[src/rtl/iob_fifo_read_stream.sv]
// iob_fifo_read_stream: drains len_i-word frames from a 1-cycle-latency FIFO read port into a valid/ready stream with tlast
module iob_fifo_read_stream #(
    parameter int DATA_W = 8,
    parameter int LEN_W  = 16
) (
    input  logic              clk_i,
    input  logic              arst_i,
    input  logic              cke_i,
    input  logic              rst_i,
    input  logic              en_i,
    input  logic [LEN_W-1:0]  len_i,
    output logic              busy_o,
    output logic              done_o,
    output logic [LEN_W-1:0]  count_o,
    output logic              fifo_read_o,
    input  logic [DATA_W-1:0] fifo_rdata_i,
    input  logic              fifo_empty_i,
    output logic              tvalid_o,
    input  logic              tready_i,
    output logic [DATA_W-1:0] tdata_o,
    output logic              tlast_o
);
    typedef enum logic {IDLE, RUN} state_t;
    state_t            state_q, state_d;
    logic [LEN_W-1:0]  len_q, len_d, rd_cnt_q, rd_cnt_d, count_q, count_d;
    logic              inflight_q, inflight_d, done_q, done_d;
    logic [1:0]        buf_cnt_q, buf_cnt_d, cnt_pop;
    logic [DATA_W-1:0] b0_q, b0_d, b1_q, b1_d;
    logic              run, pop, last;

    assign run      = state_q == RUN;
    assign tvalid_o = buf_cnt_q != 2'd0;
    assign tdata_o  = b0_q;
    assign last     = count_q == len_q - LEN_W'(1);
    assign tlast_o  = tvalid_o & last;
    assign pop      = tvalid_o & tready_i;
    assign cnt_pop  = buf_cnt_q - {1'b0, pop};
    assign busy_o   = run;
    assign done_o   = done_q;
    assign count_o  = count_q;
    // Reads are also held off during a sync clear so the FIFO never loses a word that would be discarded
    assign fifo_read_o = cke_i & ~rst_i & run & en_i & ~fifo_empty_i & (rd_cnt_q < len_q)
                       & (({1'b0, buf_cnt_q} + {2'b00, inflight_q} - {2'b00, pop}) < 3'd2);

    // Next state: frame control, read counter, 2-entry FIFO-ordered skid buffer (pop shifts, capture appends)
    always_comb begin
        state_d    = state_q;
        len_d      = len_q;
        rd_cnt_d   = rd_cnt_q + LEN_W'(fifo_read_o);
        count_d    = count_q + LEN_W'(pop);
        inflight_d = fifo_read_o;
        done_d     = 1'b0;
        b0_d       = pop ? b1_q : b0_q;
        b1_d       = b1_q;
        buf_cnt_d  = cnt_pop + {1'b0, inflight_q};
        if (inflight_q) begin
            if (cnt_pop == 2'd0) b0_d = fifo_rdata_i;
            else b1_d = fifo_rdata_i;
        end
        if (!run && en_i && len_i != '0) begin
            state_d = RUN;
            len_d   = len_i;
        end
        if (run && pop && last) begin
            state_d  = IDLE;
            rd_cnt_d = '0;
            count_d  = '0;
            done_d   = 1'b1;
        end
        if (rst_i) begin
            state_d    = IDLE;
            len_d      = '0;
            rd_cnt_d   = '0;
            count_d    = '0;
            inflight_d = 1'b0;
            done_d     = 1'b0;
            buf_cnt_d  = 2'd0;
            b0_d       = '0;
            b1_d       = '0;
        end
    end

    // State registers: async clear, otherwise advance only when the clock enable is high
    always_ff @(posedge clk_i or posedge arst_i) begin
        if (arst_i) begin
            state_q    <= IDLE;
            len_q      <= '0;
            rd_cnt_q   <= '0;
            count_q    <= '0;
            inflight_q <= 1'b0;
            done_q     <= 1'b0;
            buf_cnt_q  <= 2'd0;
            b0_q       <= '0;
            b1_q       <= '0;
        end else if (cke_i) begin
            state_q    <= state_d;
            len_q      <= len_d;
            rd_cnt_q   <= rd_cnt_d;
            count_q    <= count_d;
            inflight_q <= inflight_d;
            done_q     <= done_d;
            buf_cnt_q  <= buf_cnt_d;
            b0_q       <= b0_d;
            b1_q       <= b1_d;
        end
    end
endmodule

[config.mk]
export PLATFORM = sky130hd
export DESIGN_NAME = iob_fifo_read_stream
export DESIGN_NICKNAME = d
export VERILOG_FILES = /design/src/rtl/iob_fifo_read_stream.sv
export SDC_FILE = /design/constraint.sdc
export NUM_CORES = 1
export LEC_CHECK = 0
export ABC_AREA = 1
export CORE_ASPECT_RATIO = 1.1
export CORE_MARGIN = 3
export CORE_UTILIZATION = 25
export DETAILED_ROUTE_END_ITERATION = 10
export GPL_TIMING_DRIVEN = 0
export MAX_ROUTING_LAYER = met4
export PLACE_DENSITY_LB_ADDON = 0.12
export SLEW_MARGIN = 0
export SYNTH_ARGS = -nofsm -noshare
export SYNTH_HDL_FRONTEND = slang
export SYNTH_SLANG_ARGS = --single-unit
export TNS_END_PERCENT = 1
[constraint.sdc]
create_clock -name clk_i -period 8.55 [get_ports clk_i]
set_clock_uncertainty 0.1 [all_clocks]
set_input_delay 2.565 -clock clk_i [delete_from_list [all_inputs] [get_ports clk_i]]
set_output_delay 2.565 -clock clk_i [all_outputs]
set_load 0.03 [all_outputs]
Word-level counts from Yosys, hierarchy flattened
Cells that the tools add are included.
{"block": "totals", "ff_bits": 69, "inputBits": 31, "out_inout_bits": 29, "wordCells": 64}
{"block": "classes", "reduce_logical": 14, "n_addsub": 7, "order_cmp": 2, "mux": 20, "bitwise": 10, "n_eq_ne": 2}
{"op": "$mux 16", "count": 6}
{"op": "$mux 8", "count": 7}
{"op": "$add 16x1->16", "count": 2}
{"op": "$eq 16x16->1", "count": 1}
{"op": "$lt 16x16->1", "count": 1}
{"op": "$reduce_bool 16->1", "count": 1}
{"op": "$sub 16x1->16 const B", "count": 1}
{"op": "$and 1x1->1", "count": 8}
{"op": "$mux 1", "count": 6}
{"op": "$reduce_bool 2->1", "count": 3}
{"op": "$logic_and 1x1->1", "count": 4}
{"op": "$reduce_and 2->1", "count": 2}
{"op": "$add 2x1->3", "count": 1}
{"op": "$lt 3x2->1 const B", "count": 1}
{"op": "$reduce_and 3->1", "count": 1}
{"op": "$reduce_bool 3->1", "count": 1}
{"op": "$sub 3x1->3", "count": 1}
{"op": "$add 2x1->2", "count": 1}
{"op": "$logic_not 2->1", "count": 1}
{"op": "$mux 2", "count": 1}
{"op": "$ne 2x2->1 const B", "count": 1}
{"op": "$not 1->1", "count": 2}
{"op": "$sub 2x1->2", "count": 1}
{"op": "$logic_not 1->1", "count": 1}

Depth between registers and ports, before layout
Gate-level depths: netlist of run 1.
{"block": "depth", "ltp_word": 10, "mapped_depth": 27, "ltp_nobuf": 26}

Worst setup path before layout of run 1
Ideal clock, no wire load.
{"block": "synth_timing", "kind": "in2out", "from": "in tready_i", "to": "out fifo_read_o", "path_buffers": 1, "required_ns": 5.885, "arrival_time_ns": 4.656, "slack_ns": 1.229, "cell_stages": 13, "path_cell_list": "nand2_1 -> clkbuf_1 -> inv_1 -> ha_1 -> inv_1 -> nand2_1 -> fa_1 -> nand3_1 -> inv_1 -> nand3_1 -> a211oi_1 -> nand2_1 -> inv_1"}
{"block": "synth_between", "elab_chain_cells": 4}
{"element": "start: declaration", "line": "19", "source": "input logic tready_i,"}
{"element": "$and 1x1->1", "line": "36", "source": "assign pop = tvalid_o & tready_i;"}
{"element": "$sub 3x1->3", "line": "43", "source": "& (({1'b0, buf_cnt_q} + {2'b00, inflight_q} - {2'b00, pop}) < 3'd2);"}
{"element": "$lt 3x2->1", "line": "43"}
{"element": "$and 1x1->1", "line": "43"}
{"element": "end: declaration", "line": "15", "source": "output logic fifo_read_o,"}
Every way passes these cells.

Final worst setup path of run 1
Same ends and word-level chain as after synthesis.

==> impl_results.md, run 1 <==
- Area inside the core boundary: 18500 um^2
- Share of the synthesized area in compound gates (AO/OA/AOI/OAI): 13.0%
- Largest driver fanout on the critical path: 10
- Effective utilization at floorplan: 25.6%
- Number of nets in the finished design: 757
- Commonest non-fill, non-tap cells in the layout: 130 x sky130_fd_sc_hd__nand2_1, 80 x sky130_fd_sc_hd__inv_1, 69 x sky130_fd_sc_hd__dfrtp_1, 65 x sky130_fd_sc_hd__nand3_1, 59 x sky130_fd_sc_hd__nor2_1
- Final wirelength: 15.2 mm
- Psw: 0.442 mW
- Placed wire-length estimate: 12.0 mm
- Max rail drop VDD: 0.111 mV
- Post-Syn Area per Cell: 7.53 um^2
- Layout cells sized above 1: 9.48%
- CP max stage delay: 0.48 ns
- Routability-driven placement congestion ratio: 0.873
- Normalized max-slew margin: 37.9%
- IO Port Bufs: 59
- Outcome: finished, final reports clean
- Combinational family with the most area after synthesis: simple AND/OR/NAND/NOR gates
- Area of the mapped netlist: 4750 um^2
- Standard cell with the maximum stage delay on the critical path: sky130_fd_sc_hd__fa_1
- Count of pins over their slew limit: 0
- Final std cell area, no fill: 6050 um^2
- Series of cell instances along the critical path: clkdlybuf4s50_1 -> nand2_2 -> clkbuf_2 -> inv_1 -> ha_1 -> inv_1 -> nand2_1 -> fa_1 -> nand3_1 -> inv_1 -> nand3_1 -> a211oi_1 -> nand2_1 -> inv_1 -> clkbuf_2
- Area growth from synthesis to final layout: 27.3%
- Setup TNS: 0 ns
- Share of flip-flops with an asynchronous set or reset after synthesis: 100%
- Crit path top cell by count: sky130_fd_sc_hd__inv_1
- Relative contribution of combinational cells to total power: 31.1%
- Maximum capacitance violations: 0
- Switching share of total power: 35.2%
- Width of the die: 137 um
- Number of placed instances with taps included: 934
- Pin count of the biggest net entering global routing: 60
- Synth Area in XOR/XNOR: 7.29%
- Static power due to leakage: 2.74 nW
- Worst path depth: 15
- Total power of the final layout: 1.25 mW
- Maximum buffer depth of the clock tree: 2
- Floorplan die area: 20700 um^2
- CP startpoint kind: input port
- CP endpoint kind: output port
- Register bit count reported by yosys: 69
- Commonest register cell after synthesis: sky130_fd_sc_hd__dfrtp_1
- Initial antenna violation count: 0
- DRC violations left: 0
- Worst-skew pair later-pin latency: 0.35 ns
- Sum of overflow across all layers after global routing: 0
- Mux contribution to synthesized area: 0%
- Cell type group with the largest total delay on the critical path: buffers and inverters
- Tot GR Track Use: 15.9%
- Cell area reported after detailed placement: 5680 um^2
- Number of top-level pins: 60
- Classification of the worst-slack hold path: register to register
- First drt pass iteration count: 5
- Final Instance Count excl. Fillers: 950
- Worst Path Buf+Inv: 7
- Simple-Gate Fraction of Synth Area: 28.3%
- Max Clk Rate: 123 MHz
- Hold slack: 0.408 ns
- CP Data Required Time: 5.89 ns
- Total of warnings raised by yosys: 0
- Count of routing violations after the opening detailed-route iteration: 247
- Clock power frac: 37.9%
- CTS tree: done
- Site row count: 52
- Slew of the pin with the lowest slew margin: 0.932 ns
- Hold Path Depth: 2
- Area share of fa/ha/maj cells after synthesis: 6.48%
- Share of power burned in registers: 31.0%
- Distinct cell type count after synthesis: 39
- Least setup slack across all paths after layout: 0.414 ns
- Wire length of the first global-routing pass: 24.0 mm
- Category of the critical setup timing path: input port to output port
- CTS sink count: 69
- Design internal power: 0.812 mW
- Clock-pin transition on the worst setup and hold timing paths: 0.07 ns
- WP data arrival: 5.47 ns
- Share of the cycle needed by the critical path after routing: 95.2%
- CTS hold repair buffers: 0
- Power density over cell area: 208 nW/um^2
- Vert. Die Dim: 151 um
- Commonest non-fill, non-tap cell in the layout: sky130_fd_sc_hd__nand2_1
- Layout fillers: 1998
- Post-Place Worst Slack: -0.418 ns
- # H-tree levels: 3
- Vias in the first global route: 4485
- Final Setup Violations: 0
- Number of enable flip-flop cells after synthesis: 0
- Gate count after technology mapping: 631
- Syn nets: 686
- Post-route ant nets: 0
- RSZ-0062 raised after global routing: no
- Vias per inst: 4.65
- Antenna cells: 0
- Cts bufs inserted: 9
- Post-layout util: 32.6%
- Register-to-Register Path Depth: 27
- Proportion of synthesized chip area in sequential cells: 36.3%
- Root Buffer Master: sky130_fd_sc_hd__clkbuf_16
- Tmin final: 8.14 ns
- Per-cell routed wire length: 16.0 um
- Final Hold Violating Endpoints: 0
- DR vias: 4413
repair_timing:
| action | in CTS | in global routing |
|---|---|---|
| setup endpoints to repair | 1 | 1 |
| gates resized for setup | 3 | 2 |
| buffers inserted | 0 | 0 |
worst paths after layout:
| path | startpoint | endpoint | slack [ns] |
|---|---|---|---|
| min | done_o | done_o | 0.41 |
| min in group asynchronous | arst_i | count_o[5] | 2.38 |
| max in group asynchronous | arst_i | len_q[10] | 5.42 |
| max reg2reg | buf_cnt_q[1] | rd_cnt_q[10] | 3.90 |
| min reg2reg | done_o | done_o | 0.41 |
| max | tready_i | fifo_read_o | 0.41 |
cell type report:
| class | count | area [um^2] | share of cell area [%] |
|---|---|---|---|
| clock inverters | 7 | 146 | 2.42 |
| well taps | 243 | 304 | 5.03 |
| repair buffers | 60 | 613 | 10.1 |
| multi-input cells | 463 | 2620 | 43.4 |
| inverters | 81 | 307 | 5.07 |
| flip-flops and latches | 69 | 1730 | 28.6 |
| clock buffers | 9 | 225 | 3.72 |
| plain buffers | 18 | 103 | 1.70 |
per-layer routing:
metal / wire length [um] / global-route usage (%) / share of wire, %
met3: 331 / 1.84 / 2.2
met5: 0 / - / 0
met4: 423 / 7.19 / 2.8
met2: 7590 / 26.4 / 50
met1: 6820 / 19.2 / 45
cell usage after synthesis (3+ instances only):
cell,n,area [um^2]
sky130_fd_sc_hd__a211oi_1,3,22.5
sky130_fd_sc_hd__a21oi_1,22,110
sky130_fd_sc_hd__a21oi_2,20,175
sky130_fd_sc_hd__clkbuf_1,13,48.8
sky130_fd_sc_hd__dfrtp_1,69,1730
sky130_fd_sc_hd__ha_1,23,288
sky130_fd_sc_hd__inv_1,81,304
sky130_fd_sc_hd__nand2_1,131,492
sky130_fd_sc_hd__nand3_1,65,325
sky130_fd_sc_hd__nand3b_1,3,22.5
sky130_fd_sc_hd__nand4_1,7,43.8
sky130_fd_sc_hd__nor2_1,59,221
sky130_fd_sc_hd__nor2_2,9,56.3
sky130_fd_sc_hd__nor2_4,4,45.0
sky130_fd_sc_hd__nor3_1,5,25.0
sky130_fd_sc_hd__nor4_1,4,25.0
sky130_fd_sc_hd__o21ai_0,45,225
sky130_fd_sc_hd__o22ai_1,6,37.5
sky130_fd_sc_hd__xnor2_1,8,70.1
sky130_fd_sc_hd__xor2_1,29,254
power groups by stage:
stage | sequential [mW] | combinational (mW) | clock [mW]
floorplan | 0.408 | 0.248 | 0
global placement | 0.395 | 0.385 | 0
detailed placement | 0.395 | 0.392 | 0
CTS | 0.389 | 0.396 | 0.488
global route | 0.394 | 0.440 | 0.502
finish | 0.389 | 0.390 | 0.476
tightest hold or removal path, cell delays in order, from the launching register on:
cell	delay, ns
sky130_fd_sc_hd__dfrtp_1	0.35
sky130_fd_sc_hd__nand2_1	0.05
sky130_fd_sc_hd__o21ai_1	0.06
registers in the layout, summed over array words and instances (netlist names):
name        flops
count_o        16
rd_cnt_q       16
len_q          16
buf_cnt_q       2
tdata_o         8
inflight_q      1
done_o          1
busy_o          1
b1_q            8
cell families after synthesis:
group | after synthesis
flops | 69
simple gates | 298
buf+inv | 99
compound gates | 103
fa+ha+maj | 24
xor+xnor | 38
(Power assumes the default switching activity.)
==> run 2, diff against run 1 <==
- PLACE_DENSITY: unset -> 0.51
- PLACE_DENSITY_LB_ADDON: 0.12 -> unset
- RECOVER_POWER: unset -> 50
==> run 2 against run 1 <==
Effect of this change:
- the flow now finishes with violations (capacitance limit, slew limit)
- non-clock buffer count unchanged
- global-route usage decreased by 0.90 points
- power decreased by 11%
- clock-buffer cell count increased by 1
- via count decreased by 1.9%
- wire length decreased by 5.9%
- clock power decreased by 25%
- hold slack got worse by 0.00083 ns
- critical path type unchanged
- largest cell class unchanged
==> impl_results.md, run 2 (synthesis gave the netlist of run 1 again) <==
- Post-Place Worst Slack: -0.546 ns
- Maximum capacitance violations: 1
- Classification of the worst-slack hold path: register to register
- Per-cell routed wire length: 15.0 um
- CTS tree: done
- Series of cell instances along the critical path: clkdlybuf4s50_1 -> nand2_2 -> clkbuf_2 -> inv_1 -> ha_1 -> inv_1 -> nand2_1 -> fa_1 -> nand3_1 -> inv_1 -> nand3_1 -> a211oi_1 -> nand2_1 -> inv_1 -> clkbuf_2
- CP Data Required Time: 5.89 ns
- DRC violations left: 0
- Floorplan die area: 20700 um^2
- Power density over cell area: 190 nW/um^2
- Share of the cycle needed by the critical path after routing: 96.8%
- Met1 Resource Use GR: 17.8%
- RSZ-0062 raised after global routing: no
- Largest driver fanout on the critical path: 10
- Count of instances resized after the clock tree is built: 3
- Tmin final: 8.27 ns
- Wire length of the first global-routing pass: 22.8 mm
- Count of pins over their slew limit: 57
- Final wirelength: 14.3 mm
- Vias per inst: 4.56
- Antenna cells: 0
- Final std cell area, no fill: 5930 um^2
- Category of the critical setup timing path: input port to output port
- Slew of the pin with the lowest slew margin: 3.16 ns
- Standard cell with the maximum stage delay on the critical path: sky130_fd_sc_hd__fa_1
- Crit path top cell by count: sky130_fd_sc_hd__inv_1
- Cell area reported after detailed placement: 5680 um^2
- Cell type group with the largest total delay on the critical path: buffers and inverters
- Max Clk Rate: 121 MHz
- Maximum buffer depth of the clock tree: 2
- Cts bufs inserted: 9
- WP data arrival: 5.61 ns
- Area growth from synthesis to final layout: 24.7%
- Layout fillers: 1983
- CTS sink count: 69
- Normalized max-slew margin: -110%
- Post-route ant nets: 0
- CP endpoint kind: output port
- CP startpoint kind: input port
- Buffers inserted during post-CTS setup optimization: 0
- Worst Path Buf+Inv: 7
- Tot GR Track Use: 15.0%
- Placed wire-length estimate: 11.3 mm
- Vias in the first global route: 4378
- Clock-pin transition on the worst setup and hold timing paths: 0.06 ns
- Static power due to leakage: 2.72 nW
- Worst-skew pair later-pin latency: 0.34 ns
- Pin count of the biggest net entering global routing: 57
- Vert. Die Dim: 151 um
- Final Hold Violating Endpoints: 0
- Width of the die: 137 um
- Final Instance Count excl. Fillers: 949
- CTS hold repair buffers: 0
- Fraction of met2 tracks used by global routing: 25.6%
- Sum of overflow across all layers after global routing: 0
- Commonest non-fill, non-tap cells in the layout: 130 x sky130_fd_sc_hd__nand2_1, 80 x sky130_fd_sc_hd__inv_1, 69 x sky130_fd_sc_hd__dfrtp_1, 65 x sky130_fd_sc_hd__nand3_1, 59 x sky130_fd_sc_hd__nor2_1
- Final Setup Violations: 0
- # H-tree levels: 3
- Outcome: complete, but fails checks
- Met3 usage: 1.74%
- Area inside the core boundary: 18500 um^2
- Failing checks: capacitance limit, slew limit
- Max rail drop VDD: 0.143 mV
- Routability-driven placement congestion ratio: 0.864
- Number of nets in the finished design: 757
- First drt pass iteration count: 4
- Global routing's busiest layer: met2
- Initial antenna violation count: 0
- DR vias: 4328
- Setup TNS: 0 ns
- Effective utilization at floorplan: 25.6%
- Number of top-level pins: 60
- Commonest non-fill, non-tap cell in the layout: sky130_fd_sc_hd__nand2_1
- Root Buffer Master: sky130_fd_sc_hd__clkbuf_16
- Number of placed instances with taps included: 934
- Site row count: 52
- Least setup slack across all paths after layout: 0.277 ns
- Count of routing violations after the opening detailed-route iteration: 182
- CP max stage delay: 0.48 ns
- Layout cells sized above 1: 9.21%
- IO Port Bufs: 59
- Hold slack: 0.407 ns
-- run 2: cell count changes in the layout (fill, tap and decap cells not counted) --
| cell | delta |
|---|---|
| sky130_fd_sc_hd__clkinv_2 | +1 |
| sky130_fd_sc_hd__clkinvlp_2 | +1 |
| sky130_fd_sc_hd__clkbuf_1 | +1 |
| sky130_fd_sc_hd__clkbuf_8 | +1 |
| sky130_fd_sc_hd__clkinv_4 | -2 |
| sky130_fd_sc_hd__clkdlybuf4s50_1 | -15 |
| sky130_fd_sc_hd__buf_16 | -1 |
| sky130_fd_sc_hd__dlygate4sd3_1 | +15 |
| sky130_fd_sc_hd__bufinv_16 | -4 |
| sky130_fd_sc_hd__clkinvlp_4 | +3 |
| sky130_fd_sc_hd__inv_4 | -1 |
-- run 2: worst paths after layout --
path	start	end	slack (ns)	cells past startpoint
max	tready_i	fifo_read_o	0.28	15
min	tdata_o[4]	tdata_o[4]	0.41	2
max reg2reg	buf_cnt_q[1]	rd_cnt_q[10]	3.81	27
min reg2reg	tdata_o[4]	tdata_o[4]	0.41	2
max in group asynchronous	arst_i	rd_cnt_q[7]	2.37	3
min in group asynchronous	arst_i	count_o[4]	2.63	2
-- run 2: cell type report --
type                            instances  area, um^2  area share, %
Buffer                                 18         103           1.73
Clock buffer                           10         239           4.03
Clock inverter                          5        36.3          0.612
Inverter                               81         305           5.15
Multi-Input combinational cell        463        2620           44.3
Sequential cell                        69        1730           29.1
Tap cell                              243         304           5.13
Timing Repair Buffer                   60         589           9.95
-- run 2: metal layers --
metal / wire length, um / vias to the layer above
li1: - / 2198
met2: 7170 / 73
met1: 6360 / 2039
met4: 297 / 0
met3: 440 / 18
met5: 0 / -
-- run 2: through the flow --
stage | power, mW | util, %
2_1_floorplan | 0.655 | -
3_3_place_gp | 0.776 | 30.5
3_5_place_dp | 0.780 | 30.6
4_1_cts | 1.15 | 32.1
5_1_grt | 1.21 | 32.0
6_report | 1.12 | 32.0
-- run 2: where the power goes --
group | leakage, nW | switching, mW | internal [mW]
clock | 0.127 | 0.153 | 0.203
sequential | 0.942 | 0.0307 | 0.356
combinational | 1.65 | 0.245 | 0.136
total | 2.72 | 0.428 | 0.695
-- run 2: worst register-to-register path, stage by stage (launching register included) --
cell                       delay (ns)
sky130_fd_sc_hd__dfrtp_1         0.42
sky130_fd_sc_hd__inv_1           0.13
sky130_fd_sc_hd__nand2_1         0.11
sky130_fd_sc_hd__nand2_2         0.21
sky130_fd_sc_hd__clkbuf_2        0.28
sky130_fd_sc_hd__inv_1           0.14
sky130_fd_sc_hd__ha_1            0.29
sky130_fd_sc_hd__inv_1           0.09
sky130_fd_sc_hd__nand2_1         0.08
sky130_fd_sc_hd__fa_1            0.48
sky130_fd_sc_hd__nand3_1         0.07
sky130_fd_sc_hd__inv_1           0.08
sky130_fd_sc_hd__nand3_1         0.09
sky130_fd_sc_hd__a211oi_1        0.31
sky130_fd_sc_hd__nand2_1         0.14
sky130_fd_sc_hd__inv_1           0.16
sky130_fd_sc_hd__ha_1            0.18
sky130_fd_sc_hd__nand2_1         0.06
sky130_fd_sc_hd__nor2_1          0.11
sky130_fd_sc_hd__nand3_1         0.10
sky130_fd_sc_hd__nor2_1          0.21
sky130_fd_sc_hd__inv_1           0.09
sky130_fd_sc_hd__nor2_1          0.22
sky130_fd_sc_hd__nand2_1         0.10
sky130_fd_sc_hd__nor2_1          0.13
sky130_fd_sc_hd__xor2_1          0.16
sky130_fd_sc_hd__inv_1           0.05
sky130_fd_sc_hd__a21oi_1         0.10
